**src/rtl/mmu_seq_ctrl.sv**
```systemverilog
// Sequencer for the systolic matrix-multiply array: weight tile load, input
// streaming and result write-back, with all buffer addressing generated here.
module mmu_seq_ctrl #(
    parameter int ARRAY_N  = 16,
    parameter int ADDR_W   = 8,
    parameter int FILL_LAT = 2*ARRAY_N-1
) (
    input  logic              clk,
    input  logic              rst_n,
    input  logic              start,
    input  logic [ADDR_W-1:0] num_rows,
    input  logic [ADDR_W-1:0] wbase,
    input  logic [ADDR_W-1:0] dbase,
    input  logic [ADDR_W-1:0] obase,
    input  logic              stall,
    output logic              wbuf_rd_en,
    output logic [ADDR_W-1:0] wbuf_addr,
    output logic              wwrite,
    output logic              dbuf_rd_en,
    output logic [ADDR_W-1:0] dbuf_addr,
    output logic              active,
    output logic              obuf_wr_en,
    output logic [ADDR_W-1:0] obuf_addr,
    output logic              busy,
    output logic              done
);

    localparam int CNT_W = ADDR_W + 1;
    localparam logic [CNT_W-1:0] ONE      = CNT_W'(1);
    localparam logic [CNT_W-1:0] N_C      = CNT_W'(ARRAY_N);
    localparam logic [CNT_W-1:0] WL_STEPS = CNT_W'(ARRAY_N + 1);
    localparam logic [CNT_W-1:0] FILL_C   = CNT_W'(FILL_LAT);

    typedef enum logic [1:0] {IDLE, WLOAD, COMPUTE, DONE} state_t;

    state_t            state_q, state_d;
    logic [CNT_W-1:0]  cnt_q, cnt_d;
    logic [ADDR_W-1:0] rows_q, rows_d;
    logic [ADDR_W-1:0] wbase_q, wbase_d, dbase_q, dbase_d, obase_q, obase_d;
    logic              wbuf_rd_en_q, wbuf_rd_en_d, wwrite_q, wwrite_d;
    logic              dbuf_rd_en_q, dbuf_rd_en_d, active_q, active_d;
    logic              obuf_wr_en_q, obuf_wr_en_d, busy_q, busy_d, done_q, done_d;
    logic [ADDR_W-1:0] wbuf_addr_q, wbuf_addr_d, dbuf_addr_q, dbuf_addr_d;
    logic [ADDR_W-1:0] obuf_addr_q, obuf_addr_d;

    logic              doStep;
    logic [CNT_W-1:0]  stepT, lastStep, outIdx;

    // cnt_q is the index of the next schedule step to emit; the registered
    // outputs always show the step chosen at the previous edge.
    assign lastStep = FILL_C + {1'b0, rows_q};
    assign outIdx   = stepT - FILL_C - ONE;

    always_comb begin
        state_d      = state_q;
        cnt_d        = cnt_q;
        rows_d       = rows_q;
        wbase_d      = wbase_q;
        dbase_d      = dbase_q;
        obase_d      = obase_q;
        wbuf_rd_en_d = 1'b0;
        wwrite_d     = 1'b0;
        dbuf_rd_en_d = 1'b0;
        active_d     = 1'b0;
        obuf_wr_en_d = 1'b0;
        wbuf_addr_d  = wbuf_addr_q;
        dbuf_addr_d  = dbuf_addr_q;
        obuf_addr_d  = obuf_addr_q;
        busy_d       = 1'b1;
        done_d       = 1'b0;
        doStep       = 1'b0;
        stepT        = '0;

        case (state_q)
            IDLE: begin
                busy_d = 1'b0;
                if (start) begin
                    rows_d       = num_rows;
                    wbase_d      = wbase;
                    dbase_d      = dbase;
                    obase_d      = obase;
                    state_d      = WLOAD;
                    busy_d       = 1'b1;
                    wbuf_rd_en_d = 1'b1;
                    wbuf_addr_d  = wbase;
                    cnt_d        = ONE;
                end
            end
            WLOAD: begin
                if (!stall) begin
                    if (cnt_q == WL_STEPS) begin
                        if (rows_q == '0) begin
                            state_d = DONE;
                            done_d  = 1'b1;
                            cnt_d   = '0;
                        end else begin
                            state_d = COMPUTE;
                            doStep  = 1'b1;
                            cnt_d   = ONE;
                        end
                    end else begin
                        // Each weight read is shifted into the array one cycle later.
                        if (cnt_q < N_C) begin
                            wbuf_rd_en_d = 1'b1;
                            wbuf_addr_d  = wbase_q + cnt_q[ADDR_W-1:0];
                        end
                        wwrite_d = 1'b1;
                        cnt_d    = cnt_q + ONE;
                    end
                end
            end
            COMPUTE: begin
                if (!stall) begin
                    if (cnt_q > lastStep) begin
                        state_d = DONE;
                        done_d  = 1'b1;
                        cnt_d   = '0;
                    end else begin
                        doStep = 1'b1;
                        stepT  = cnt_q;
                        cnt_d  = cnt_q + ONE;
                    end
                end
            end
            DONE: begin
                state_d = IDLE;
                busy_d  = 1'b0;
                cnt_d   = '0;
            end
            default: begin
                state_d = IDLE;
                busy_d  = 1'b0;
            end
        endcase

        if (doStep) begin
            dbuf_rd_en_d = (stepT < {1'b0, rows_q});
            if (dbuf_rd_en_d) dbuf_addr_d = dbase_q + stepT[ADDR_W-1:0];
            active_d     = (stepT != '0);
            obuf_wr_en_d = (stepT > FILL_C);
            if (obuf_wr_en_d) obuf_addr_d = obase_q + outIdx[ADDR_W-1:0];
        end
    end

    always_ff @(posedge clk or negedge rst_n) begin
        if (!rst_n) begin
            state_q      <= IDLE;
            cnt_q        <= '0;
            rows_q       <= '0;
            wbase_q      <= '0;
            dbase_q      <= '0;
            obase_q      <= '0;
            wbuf_rd_en_q <= 1'b0;
            wwrite_q     <= 1'b0;
            dbuf_rd_en_q <= 1'b0;
            active_q     <= 1'b0;
            obuf_wr_en_q <= 1'b0;
            wbuf_addr_q  <= '0;
            dbuf_addr_q  <= '0;
            obuf_addr_q  <= '0;
            busy_q       <= 1'b0;
            done_q       <= 1'b0;
        end else begin
            state_q      <= state_d;
            cnt_q        <= cnt_d;
            rows_q       <= rows_d;
            wbase_q      <= wbase_d;
            dbase_q      <= dbase_d;
            obase_q      <= obase_d;
            wbuf_rd_en_q <= wbuf_rd_en_d;
            wwrite_q     <= wwrite_d;
            dbuf_rd_en_q <= dbuf_rd_en_d;
            active_q     <= active_d;
            obuf_wr_en_q <= obuf_wr_en_d;
            wbuf_addr_q  <= wbuf_addr_d;
            dbuf_addr_q  <= dbuf_addr_d;
            obuf_addr_q  <= obuf_addr_d;
            busy_q       <= busy_d;
            done_q       <= done_d;
        end
    end

    assign wbuf_rd_en = wbuf_rd_en_q;
    assign wbuf_addr  = wbuf_addr_q;
    assign wwrite     = wwrite_q;
    assign dbuf_rd_en = dbuf_rd_en_q;
    assign dbuf_addr  = dbuf_addr_q;
    assign active     = active_q;
    assign obuf_wr_en = obuf_wr_en_q;
    assign obuf_addr  = obuf_addr_q;
    assign busy       = busy_q;
    assign done       = done_q;

endmodule

```
**config.mk**
```make
export PLATFORM = sky130hd
export DESIGN_NAME = mmu_seq_ctrl
export DESIGN_NICKNAME = d
export VERILOG_FILES = /design/src/rtl/mmu_seq_ctrl.sv
export SDC_FILE = /design/constraint.sdc
export NUM_CORES = 1
export LEC_CHECK = 0
export BUFFER_PORTS_ARGS = -buffer_cell sky130_fd_sc_hd__buf_2
export CORE_ASPECT_RATIO = 1.1
export CORE_UTILIZATION = 53
export CTS_CLUSTER_SIZE = 40
export DETAILED_ROUTE_END_ITERATION = 7
export PLACE_DENSITY_LB_ADDON = 0.1
export SLEW_MARGIN = 30
export SYNTH_ARGS = -nofsm -noshare
export SYNTH_HDL_FRONTEND = slang
export SYNTH_SLANG_ARGS = --single-unit
```
**constraint.sdc**
```tcl
create_clock -name clk -period 9.55 [get_ports clk]
set_input_delay 0.955 -clock clk [delete_from_list [all_inputs] [get_ports clk]]
set_output_delay 0.955 -clock clk [all_outputs]
set_load 0.1 [all_outputs]
```
======== Yosys cells after proc, flatten, opt, wreduce, memory -nomap -nowiden ========
Index checks and enable logic that the tools add are counted.
storage, ports and cells
  RAM bits ................................ 0
  word-level logic and storage cells ...... 94
  memories ................................ 0
  memory bits (read-only) ................. 0
  bits in registers ....................... 74
  bits in latches ......................... 0
operators by class
  mux-type cells .......................... 46
  shift-type cells ........................ 0
  divide/modulo/power cells ............... 0
  add/sub/neg operators ................... 7
  multipliers ............................. 0
  reductions and logical operators ........ 10
  order comparisons ....................... 4
  equal/unequal tests ..................... 11
  bitwise logic cells ..................... 0
operators by type and width
  operator               number
  $mux W9                8
  $pmux W9 S4            1
  $mux W8                4
  $add A8 B8 Y8          3
  $mux W1                22
  $pmux W8 S2            1
  $ne A2 B2 Y1 const B   7
  $mux W2                5
  $reduce_and A5 Y1      2
  $add A5 B8 Y9 const A  1
  $add A9 B1 Y9 const B  1
  $eq A9 B5 Y1 const B   1
  $gt A9 B5 Y1 const B   1
  $gt A9 B9 Y1           1
  $lt A9 B5 Y1 const B   1
  $lt A9 B8 Y1           1
  $reduce_bool A9 Y1     1
  $logic_not A8 Y1       1
  $pmux W1 S2            4
  $pmux W2 S4            1
  $sub A8 B1 Y8 const B  1
  $sub A8 B5 Y8 const B  1
  $reduce_and A2 Y1      3
  $eq A2 B2 Y1 const B   2
  other kinds (4)        4

======== Depth between registers and ports, before layout ========
Gate-level depths: netlist (run 1).
  word-level depth ........................ 8
  depth in mapped cells ................... 23
  gate-level depth less buffers ........... 23

======== Worst setup path after synthesis (run 1) ========
OpenSTA, ideal clock, no wires.
  kind .................................... register -> register
  start ................................... register rows_q[2]
  end ..................................... register dbuf_addr_q[0], in the netlist dbuf_addr[0]
  arrival time ............................ 3.891 ns
  path slack .............................. 5.533 ns
  clock period less this slack ............ 4.017 ns
  stages on the path, launching flop included .. 20
  path buffers ............................ 1
  path through ............................ dfrtp_1 > nor3_1 > nand3_1 > nand3_1 > xnor2_1 > ha_1 > and4_1 > o211ai_1 > o211ai_4 > a21oi_2 > nand2_1 > inv_1 > ha_1 > nor3_1 > nor2_1 > o41a_1 > maj3_1 > a31o_1 > buf_6 > mux2_4
on the way
  cells in the longest elaborated chain, start to end .. 7
ends and longest elaborated chain
  what                                line  source
  start, declared                     38    logic [ADDR_W-1:0] rows_q, rows_d;
  start signal, assigned              166   rows_q <= rows_d;
  $add A5 B8 Y9                       51    assign lastStep = FILL_C + {1'b0, rows_q};
  $gt A9 B9 Y1                        114   if (cnt_q > lastStep) begin
  $mux W9                             114
  $mux W9                             113   if (!stall) begin
  $mux W9                             74    case (state_q)
  $lt A9 B8 Y1                        137   dbuf_rd_en_d = (stepT < {1'b0, rows_q});
  $reduce_and A2 Y1 (no source line)  n/a
  end signal, assigned                176   dbuf_addr_q <= dbuf_addr_d;
  end, declared                       43    logic [ADDR_W-1:0] wbuf_addr_q, wbuf_addr_d, dbuf_addr_q, dbuf_addr_d;
Several ways; a longest one is shown, not always the timed one.
A chain may end at the register's enable or synchronous reset.

======== Final worst setup path (run 1) ========
  start ................................... register rows_q[2]
  end ..................................... register obuf_addr_q[7], in the netlist obuf_addr[7]
on the way
  cells in the longest elaborated chain, start to end .. 8
ends and longest elaborated chain
  what                  line  source
  $add A5 B8 Y9         51
  $gt A9 B9 Y1          114
  $mux W9               114
  $mux W9               113
  $mux W9               74
  $sub A8 B5 Y8         52    assign outIdx = stepT - FILL_C - ONE;
  $sub A8 B1 Y8         52
  $add A8 B8 Y8         141   if (obuf_wr_en_d) obuf_addr_d = obase_q + outIdx[ADDR_W-1:0];
  end signal, assigned  177   obuf_addr_q <= obuf_addr_d;
  end, declared         44    logic [ADDR_W-1:0] obuf_addr_q, obuf_addr_d;
Several ways; a longest one is shown, not always the timed one.

==> results of run 1 <==
## worst max-delay path, delay by kind of cell, from the launching register on
| family | cells | cell delay [ps] |
|---|---|---|
| simple gates | 6 | 1060 |
| xor+xnor | 3 | 430 |
| flops | 1 | 430 |
| compound gates | 7 | 1370 |
| buf+inv | 1 | 60 |
| fa+ha+maj | 4 | 1100 |
## power by group through the flow
stage	clock network (mW)	registers (mW)	logic [mW]
after floorplan	0	0.778	0.561
after global placement	0	0.532	0.985
after detailed placement	0	0.535	1.01
after CTS	0.278	0.530	1.01
after global routing	0.291	0.546	1.11
final	0.272	0.529	1.01
## sequential cells by signal, indices dropped and copies added, names as in the netlist
register,cells
dbase_q,8
cnt_q,9
rows_q,8
state_q,2
wbuf_addr,8
obuf_wr_en,1
wwrite,1
obuf_addr,8
wbuf_rd_en,1
done,1
busy,1
dbuf_addr,8
obase_q,8
active,1
wbase_q,8
dbuf_rd_en,1
## cell usage in the layout (no fill, tap or decap), types with 2 or more instances in the layout
| cell type | count |
|---|---|
| a2111oi_0 | 3 |
| a211oi_1 | 2 |
| a21o_1 | 8 |
| a21oi_1 | 18 |
| a31oi_1 | 2 |
| and2_1 | 3 |
| and3_1 | 9 |
| and4_1 | 3 |
| buf_2 | 65 |
| bufinv_16 | 2 |
| clkbuf_1 | 2 |
| clkbuf_8 | 10 |
| dfrtp_1 | 74 |
| fa_1 | 2 |
| ha_1 | 48 |
| inv_1 | 36 |
| mux2_2 | 34 |
| mux2_4 | 5 |
| mux2i_1 | 7 |
| nand2_1 | 37 |
| nand2b_1 | 8 |
| nand3_1 | 12 |
| nand4_1 | 3 |
| nor2_1 | 19 |
| nor2b_1 | 7 |
| nor3_1 | 4 |
| o211ai_1 | 4 |
| o21a_1 | 2 |
| o21ai_0 | 30 |
| o21ai_1 | 3 |
| o21bai_1 | 5 |
| o311ai_0 | 2 |
| o31ai_1 | 4 |
| or4_4 | 2 |
| xnor2_1 | 22 |
| xor2_1 | 7 |
## through the flow
step	cell area (sq um)	worst slack [ps]
after floorplan	4710	5530
after global placement	5130	5040
after detailed placement	5130	4900
after CTS	5350	4880
after global routing	5360	4620
final	5360	4950
## metal layers
layer	wire (microns)	GRT usage	vias to the layer above
met3	412	0.0415	10
met1	4490	0.295	1686
met4	168	0.0901	0
met5	0	0	-
met2	5060	0.413	75
li1	-	-	1761
## layout make-up
| type | instances | area share |
|---|---|---|
| timing repair buffer | 68 | 0.0656 |
| sequential | 74 | 0.345 |
| multi-input combinational | 338 | 0.497 |
| clock inverter | 4 | 0.0138 |
| clock buffer | 12 | 0.0271 |
| tap | 111 | 0.0259 |
| inverter | 36 | 0.0252 |
## synth_stat cells, types with 2 or more instances
| master | count |
|---|---|
| a2111oi_0 | 3 |
| a211oi_1 | 2 |
| a21o_1 | 8 |
| a21oi_1 | 18 |
| a31oi_1 | 2 |
| and2_1 | 3 |
| and3_1 | 9 |
| and4_1 | 3 |
| buf_1 | 2 |
| clkbuf_1 | 10 |
| dfrtp_1 | 74 |
| fa_1 | 2 |
| ha_1 | 48 |
| inv_1 | 36 |
| mux2_2 | 34 |
| mux2_4 | 5 |
| mux2i_1 | 7 |
| nand2_1 | 37 |
| nand2b_1 | 8 |
| nand3_1 | 12 |
| nand4_1 | 3 |
| nor2_1 | 19 |
| nor2b_1 | 7 |
| nor3_1 | 4 |
| o211ai_1 | 4 |
| o21a_1 | 2 |
| o21ai_0 | 30 |
| o21ai_1 | 3 |
| o21bai_1 | 5 |
| o311ai_0 | 2 |
| o31ai_1 | 4 |
| or4_4 | 2 |
| xnor2_1 | 22 |
| xor2_1 | 7 |
## how the worst min path moves through the flow
stage / startpoint / cells after the start / end
2_1_floorplan: obase_q[5] / 1 / obase_q[5]
3_3_place_gp: obuf_addr[5] / 2 / obuf_addr[5]
3_5_place_dp: wbuf_addr[1] / 2 / wbuf_addr[1]
4_1_cts: wbuf_addr[1] / 2 / wbuf_addr[1]
5_1_grt: obuf_addr[5] / 2 / obuf_addr[5]
6_report: wbuf_addr[1] / 2 / wbuf_addr[1]
## logic make-up (layout without fill, tap and decap cells)
logic type / after synthesis / in the layout / synth area share
AND/OR/NAND/NOR: 115 / 115 / 0.125
AO/OA/AOI/OAI: 97 / 97 / 0.136
flip-flops: 74 / 74 / 0.393
adder cells (fa/ha/maj): 51 / 51 / 0.138
buffers and inverters: 49 / 120 / 0.0407
multiplexers: 46 / 46 / 0.112
XOR/XNOR: 29 / 29 / 0.0540
==> flow_metrics.tcl, run 1 <==
set metrics [dict create \
    status "finished, final reports clean" \
    reg2reg_from "rows_q[2]" \
    async_flop_share 1.00 \
    period_share 0.482 \
    drv_slew 0 \
    die_area_sq_um 9260 \
    p_seq_frac 0.293 \
    internal_power_mw 0.938 \
    cp_slowest_cell "a211oi_1" \
    clk_latency_ps 360 \
    yosys-top-cells-area "dfrtp_1 (39%), ha_1 (13%), mux2_2 (8.1%)" \
    worst-setup-path-type "register to register" \
    holdWs_ps 475 \
    peakVddDrop_v 0.000292 \
    vias 3532 \
    finalClockSkew_ps 9.15 \
    path_max_fanout 9 \
    ios 67 \
    rsz0062_at_grt "false" \
    fin_cells 643 \
    grt_pass1_vias 3493 \
    cts_hold_buffers 0 \
    max_freq_ghz 0.217 \
    syn_area_per_cell_sq_um 10.2 \
    ctsHtreeMaxLevel 3 \
    cts_root_buffer "clkbuf_8" \
    slew-limit-headroom 0.530 \
    antenna_found_initial 0 \
    clk_pin_slew_ps 80 \
    dr.pass1.iters 4 \
    drt_iter0_drc 136 \
    grt_max_degree 75 \
    cp-endpoint "obuf_addr[7]" \
    regArea_sq_um 1850 \
    dp.cells 626 \
    port_buffers 66 \
    ant_nets 0 \
    grt_pass1_wl_microns 16900 \
    cellPowerDensity_nw_per_um2 337 \
    synth_edf_count 0 \
    drt_wl_total_microns 10100 \
    multi_input_area_sq_um 2660 \
    tritoncts "done" \
    synth.net_count 547 \
    p_leak_nw 2.75 \
    gr-total-overflow 0 \
    tns_ps 0 \
    reg2reg_to "obuf_addr[7]" \
    netlist.area_leader.share 0.393 \
    drv_cap 0 \
    wl_per_cell_microns 15.8 \
    core_area_sq_um 8500 \
    start_util 0.554 \
    clk_path_buf_depth 2 \
    swShare 0.481 \
    start_kind "register" \
    fp.dieH_microns 101 \
    cts.sinks 74 \
    setup_viol 0 \
    synth_seq_cells 74 \
    cts_buffers 9 \
    vias_per_cell 5.49 \
    worstMarginPinSlew_ps 704 \
    yosysTopAreaCell "dfrtp_1" \
    cp.required_ps 9760 \
    ys.flop_type "dfrtp_1" \
    regToRegSetupSlack_ps 4950 \
    die_w_microns 91.9 \
    hold_class "register to register" \
    n_fill_cell 745 \
    layout-drive-gt1-share 0.244 \
    ff2ff_path_depth 21 \
    nNetsFinal 613 \
    cp_data_arrival_time_ps 4810 \
    post-route-util 0.631 \
    yosysUniqueCellTypes 58 \
    critPathLaunch "rows_q[2]" \
    rows 35 \
    period_needed_ps 4600 \
    antenna_cells 0 \
    ctsResizeCount 0 \
    drcViolationCount 0 \
    hpwlAfterDp_microns 7610 \
    synth_area_sq_um 4710 \
    areaGrowthSynthToFinish_pct 13.9 \
    yosysSeqAreaShare 0.393 \
    yosysWarnings 0 \
    power_frac_comb 0.556 \
    clkPwrFrac 0.151 \
    finalHoldViolations 0 \
    cts_setup_buffers 0 \
    grtUsageTotal 0.237 \
    power_mw 1.81 \
    switching_power_mw 0.868 \
    post_synth_inst_count 461 \
    critPathMaxStageDelay_ps 620 \
    cp-end-kind "register" \
    routabilityCongestion 0.869 \
    path_cells "nor3_1 > nand3_1 > nand3_1 > xnor2_1 > ha_1 > and4_1 > o211ai_1 > o211ai_4 > a211oi_1 > ha_1 > ha_1 > inv_1 > fa_1 > nor2b_1 > o21ai_0 > nand2b_1 > a21o_1 > a21oi_1 > xnor2_1 > xnor2_1 > o21ai_0" \
]
No activity file was read; power rests on OpenSTA's default activity.
==> run 2, diff against run 1 <==
--- a/config.mk
+++ b/config.mk
@@ -7,7 +7,7 @@
 export LEC_CHECK = 0
 export BUFFER_PORTS_ARGS = -buffer_cell sky130_fd_sc_hd__buf_2
 export CORE_ASPECT_RATIO = 1.1
-export CORE_UTILIZATION = 53
+export CORE_UTILIZATION = 52
 export CTS_CLUSTER_SIZE = 40
 export DETAILED_ROUTE_END_ITERATION = 7
 export PLACE_DENSITY_LB_ADDON = 0.1
==> constraint.sdc (replaced) <==
create_clock -name clk -period 3.75 [get_ports clk]
set_input_delay 0.375 -clock clk [delete_from_list [all_inputs] [get_ports clk]]
set_output_delay 0.375 -clock clk [all_outputs]
set_load 0.1 [all_outputs]
==> run 2 against run 1 <==
Against the previous run: the run now ends with setup timing left; sequential share of layout area down 3.8 points; design area is 12% higher; highest routed layer unchanged; worst hold slack got worse by 460 ps; worst setup slack lost 5100 ps; non-clock buffer count up 50; maximum frequency up 18%; core utilization increased by 5.0 points; global-route usage rose by 1.0 points; power grew to 2.8 times the previous value; sequential power grew to 2.6 times the previous value.
==> flow_metrics.tcl, run 2 (synthesis results as in run 1) <==
set metrics [dict create \
    clk_latency_ps 360 \
    vias 3805 \
    clkPwrFrac 0.137 \
    reg2reg_to "dbuf_addr[7]" \
    wl_per_cell_microns 16.2 \
    reg2reg_from "rows_q[1]" \
    drcViolationCount 0 \
    n_fill_cell 735 \
    grt_pass1_vias 3757 \
    crit_buf_inv 4 \
    peakVddDrop_v 0.000706 \
    dp_slack_ps -297 \
    drv_cap 0 \
    final_cell_mix "dfrtp_1 (74), buf_2 (66), buf_4 (47), ha_1 (39), nand2_1 (36)" \
    power_mw 5.05 \
    path_max_fanout 6 \
    worstMarginPinSlew_ps 669 \
    slew-limit-headroom 0.554 \
    internal_power_mw 2.62 \
    clk_path_buf_depth 2 \
    grtUsageTotal 0.247 \
    switching_power_mw 2.43 \
    fin_area_sq_um 6010 \
    dr.pass1.iters 6 \
    cp_slowest_cell "dfrtp_1" \
    antenna_found_initial 0 \
    max_freq_ghz 0.257 \
    finalHoldViolations 0 \
    grt_pass1_wl_microns 17800 \
    hold_class "primary input to asynchronous set/reset pin" \
    setup_viol 9 \
    p_seq_frac 0.267 \
    start_util 0.533 \
    ant_nets 0 \
    cts_buffers 9 \
    clk_pin_slew_ps 80 \
    tns_ps -574 \
    vias_per_cell 5.47 \
    rsz0062_at_grt "true" \
    cellPowerDensity_nw_per_um2 839 \
    antenna_cells 0 \
    power_frac_comb 0.596 \
    cts_root_buffer "clkbuf_8" \
    hpwlAfterDp_microns 8150 \
    cts_hold_buffers 0 \
    fp.dieH_microns 102 \
    finalClockSkew_ps 8.36 \
    multi_input_area_sq_um 2930 \
    largest_reg_flops 9 \
    cp_data_arrival_time_ps 4190 \
    regArea_sq_um 1850 \
    postPlaceCellArea_sq_um 5490 \
    ctsHtreeMaxLevel 3 \
    ios 67 \
    drt_wl_total_microns 11200 \
    routabilityCongestion 0.905 \
    final_common_cell "dfrtp_1" \
    start_kind "register" \
    drt_iter0_drc 149 \
    port_buffers 66 \
    areaGrowthSynthToFinish_pct 27.8 \
    violations "setup timing" \
    top_register "cnt_q" \
    cts.sinks 74 \
    die_w_microns 92.7 \
    nNetsFinal 663 \
    p_leak_nw 3.05 \
    rows 36 \
    layout-drive-gt1-share 0.381 \
    tritoncts "done" \
    cp_common_cell "nand2_1" \
    ff2ff_path_depth 21 \
    gr-total-overflow 0 \
    period_share 1.04 \
    critPathTopFamily "compound AO/OA/AOI/OAI gates" \
    critPathMaxStageDelay_ps 400 \
    period_needed_ps 3890 \
    drv_slew 0 \
    regToRegSetupSlack_ps -140 \
    swShare 0.481 \
    grt_max_degree 75 \
    die_area_sq_um 9440 \
    cp-end-kind "register" \
    cp.required_ps 4050 \
    core_area_sq_um 8830 \
    path_cells "inv_2 > ha_4 > nand2_1 > nand2_1 > xnor2_1 > ha_1 > and4_4 > o211ai_1 > o211ai_4 > a21oi_4 > buf_6 > buf_4 > nand2_1 > inv_1 > ha_2 > a21oi_2 > nor2b_1 > a311oi_1 > o311ai_1 > a2bb2oi_1 > mux2_4" \
    status "finished with violations" \
    worst_slack_ps -142 \
    holdWs_ps 18.0 \
    worst-setup-path-type "register to register" \
]
==> run 2: cell count changes in the layout (fill, tap and decap cells not counted), moves of 4 or more <==
cell / change
buf_4: +46
ha_1: -9
ha_4: +5
inv_1: -5
inv_2: +5
a21oi_1: -4
buf_6: +4
ha_2: +4
xnor2_1: -4
==> run 2: per-stage QoR <==
step                instances   util
global placement          669  0.622
CTS                       692  0.670
floorplan                 461      -
finish                    696  0.681
global route              696  0.681
detailed placement        669  0.622
==> run 2: what timing repair did <==
item / 4_1_cts / 5_1_grt
cloned: 0 / 0
buffers inserted: 8 / 3
pin swaps: 22 / 15
gates resized for setup: 35 / 12
endpoints found under the setup margin: 12 / 13
==> run 2: power groups by stage <==
stage                     combinational (mW)  clock [mW]  sequential (mW)
after floorplan                         1.47           0             1.99
after global placement                  2.73           0             1.33
after detailed placement                2.81           0             1.34
after CTS                               2.93       0.707             1.34
after global routing                    3.25       0.746             1.39
final                                   3.01       0.693             1.35
==> run 2: layer usage <==
metal / track usage / wire length (microns)
met1: 0.288 / 4690
met2: 0.441 / 5750
met3: 0.0480 / 517
met4: 0.115 / 285
met5: 0 / 0
==> run 2: final cells by class <==
type	count	area share
timing repair buffer	118	0.123
multi-input combinational	338	0.487
inverter	36	0.0225
sequential	74	0.308
clock inverter	7	0.0156
tap	114	0.0237
clock buffer	9	0.0206
==> run 2: worst max path at each step <==
stage | depth (start not counted) | startpoint | to | slack (ps)
after floorplan | 19 | rows_q[3] | dbuf_addr[0] | 7
after global placement | 21 | rows_q[4] | obuf_addr[7] | -160
after detailed placement | 21 | rows_q[4] | obuf_addr[7] | -300
after CTS | 19 | rows_q[3] | dbuf_addr[6] | -150
after global routing | 20 | rows_q[4] | obuf_addr[7] | -350
final | 21 | rows_q[1] | dbuf_addr[7] | -140
==> run 3, diff against run 2 <==
--- a/config.mk
+++ b/config.mk
@@ -15,3 +15,4 @@
 export SYNTH_ARGS = -nofsm -noshare
 export SYNTH_HDL_FRONTEND = slang
 export SYNTH_SLANG_ARGS = --single-unit
+export TNS_END_PERCENT = 30
==> run 3 against run 2 <==
Against the previous run: the run still ends with setup timing left; sequential share of layout area about the same; worst setup slack improved by 46 ps; core utilization about the same; maximum frequency increased by 1.2%; design area about the same; clock power about the same; critical endpoint unchanged.
==> flow_metrics.tcl, run 3 (synthesis results as in run 1) <==
set metrics [dict create \
    status "finished with violations" \
    violations "setup timing" \
    port_buffers 66 \
    reg2reg_from "rows_q[4]" \
    cts_root_buffer "clkbuf_8" \
    rows 36 \
    fp.dieH_microns 102 \
    layout-drive-gt1-share 0.387 \
    cellPowerDensity_nw_per_um2 838 \
    dr.pass1.iters 4 \
    areaGrowthSynthToFinish_pct 27.8 \
    regToRegSetupSlack_ps -100 \
    rsz0062_at_grt "true" \
    start_kind "register" \
    core_area_sq_um 8830 \
    worst_slack_ps -96.3 \
    ctsHtreeMaxLevel 3 \
    worst-setup-path-type "register to register" \
    top_register "cnt_q" \
    period_needed_ps 3850 \
    fin_area_sq_um 6020 \
    drv_cap 0 \
    cts_buffers 9 \
    cp.required_ps 4050 \
    power_frac_comb 0.594 \
    fin_cells 693 \
    critPathTopFamily "compound AO/OA/AOI/OAI gates" \
    drv_slew 0 \
    tritoncts "done" \
    reg2reg_to "dbuf_addr[7]" \
    cp_common_cell "buf_4" \
    holdWs_ps 17.5 \
    cts_hold_buffers 0 \
    largest_reg_flops 9 \
    grt_use_met3 0.0495 \
    wl_per_cell_microns 16.2 \
    busiest_layer "met2" \
    grt_pass1_wl_microns 17700 \
    grtUsageTotal 0.246 \
    die_w_microns 92.7 \
    vias_per_cell 5.47 \
    finalClockSkew_ps 8.54 \
    ff2ff_path_depth 20 \
    period_share 1.03 \
    p_seq_frac 0.268 \
    clkPwrFrac 0.138 \
    hold_class "primary input to asynchronous set/reset pin" \
    peakVddDrop_v 0.000706 \
    hpwlAfterDp_microns 8150 \
    grt_max_degree 75 \
    antenna_cells 0 \
    finalHoldViolations 0 \
    routabilityCongestion 0.905 \
    n_fill_cell 727 \
    met1_usage 0.287 \
    cts.sinks 74 \
    gr-total-overflow 0 \
    ios 67 \
    die_area_sq_um 9440 \
    path_max_fanout 5 \
    power_mw 5.04 \
    worstMarginPinSlew_ps 673 \
    dp.cells 669 \
    gr-usage-met2 0.436 \
    cp-end-kind "register" \
    drt_iter0_drc 150 \
    switching_power_mw 2.43 \
    clk_path_buf_depth 2 \
    drcViolationCount 0 \
    grt_pass1_vias 3756 \
    cp_slowest_cell "dfrtp_1" \
    max_freq_ghz 0.260 \
    clk_latency_ps 360 \
    setup_viol 7 \
    critPathMaxStageDelay_ps 410 \
    slew-limit-headroom 0.551 \
    cp_data_arrival_time_ps 4150 \
    drt_wl_total_microns 11200 \
    internal_power_mw 2.62 \
    crit_buf_inv 4 \
    start_util 0.533 \
    final_cell_mix "dfrtp_1 (74), buf_2 (66), buf_4 (44), ha_1 (38), nand2_1 (35)" \
    path_cells "nor3_4 > nand3_2 > nand3_2 > xnor2_2 > ha_1 > and4_4 > o211ai_1 > o211ai_4 > a21oi_4 > buf_4 > buf_4 > nand2_2 > inv_2 > buf_4 > ha_1 > and3_1 > a311oi_1 > o311ai_1 > a2bb2oi_1 > mux2_4" \
    final_common_cell "dfrtp_1" \
    ant_nets 0 \
    postPlaceCellArea_sq_um 5490 \
    antenna_found_initial 0 \
    vias 3790 \
    clk_pin_slew_ps 80 \
    p_leak_nw 3.03 \
    nNetsFinal 660 \
    swShare 0.481 \
]
==> run 3: stage by stage <==
step,setup WS [ps],utilization,setup TNS [ps]
finish,-96.3,0.682,-297
global route,-360,0.682,-2210
CTS,-132,0.669,-689
detailed placement,-297,0.622,-1850
global placement,-156,0.622,-615
floorplan,6.57,-,0
==> run 3: layout make-up <==
cell class	count	area [sq um]	share of cell area
clock buffer	9	124	0.0206
clock inverter	7	93.8	0.0156
inverter	36	135	0.0225
multi-input combinational	338	2950	0.491
sequential	74	1850	0.308
tap	114	143	0.0237
timing repair buffer	115	717	0.119
==> run 3: how the worst max path moves through the flow <==
| stage | start | endpoint | slack [ps] | depth (start not counted) |
|---|---|---|---|---|
| after floorplan | rows_q[3] | dbuf_addr[0] | 7 | 19 |
| after global placement | rows_q[4] | obuf_addr[7] | -160 | 21 |
| after detailed placement | rows_q[4] | obuf_addr[7] | -300 | 21 |
| after CTS | rows_q[3] | dbuf_addr[6] | -130 | 19 |
| after global routing | rows_q[4] | obuf_addr[7] | -360 | 21 |
| final | rows_q[4] | dbuf_addr[7] | -100 | 20 |
==> run 3: repair_timing <==
action	in CTS	in global routing
pin swaps	22	18
gates resized for setup	35	19
buffers inserted	7	4
endpoints found under the setup margin	12	12
==> run 3: metal layers <==
layer	routed length [microns]	vias up
met3	499	23
met5	0	-
li1	-	1844
met2	5740	99
met4	297	0
met1	4690	1824
==> run 3: power by group through the flow <==
stage | logic [mW] | registers (mW) | clock network [mW]
floorplan | 1.47 | 1.99 | 0
global route | 3.25 | 1.39 | 0.746
finish | 3.00 | 1.35 | 0.696
detailed placement | 2.81 | 1.34 | 0
CTS | 2.92 | 1.34 | 0.707
global placement | 2.73 | 1.33 | 0
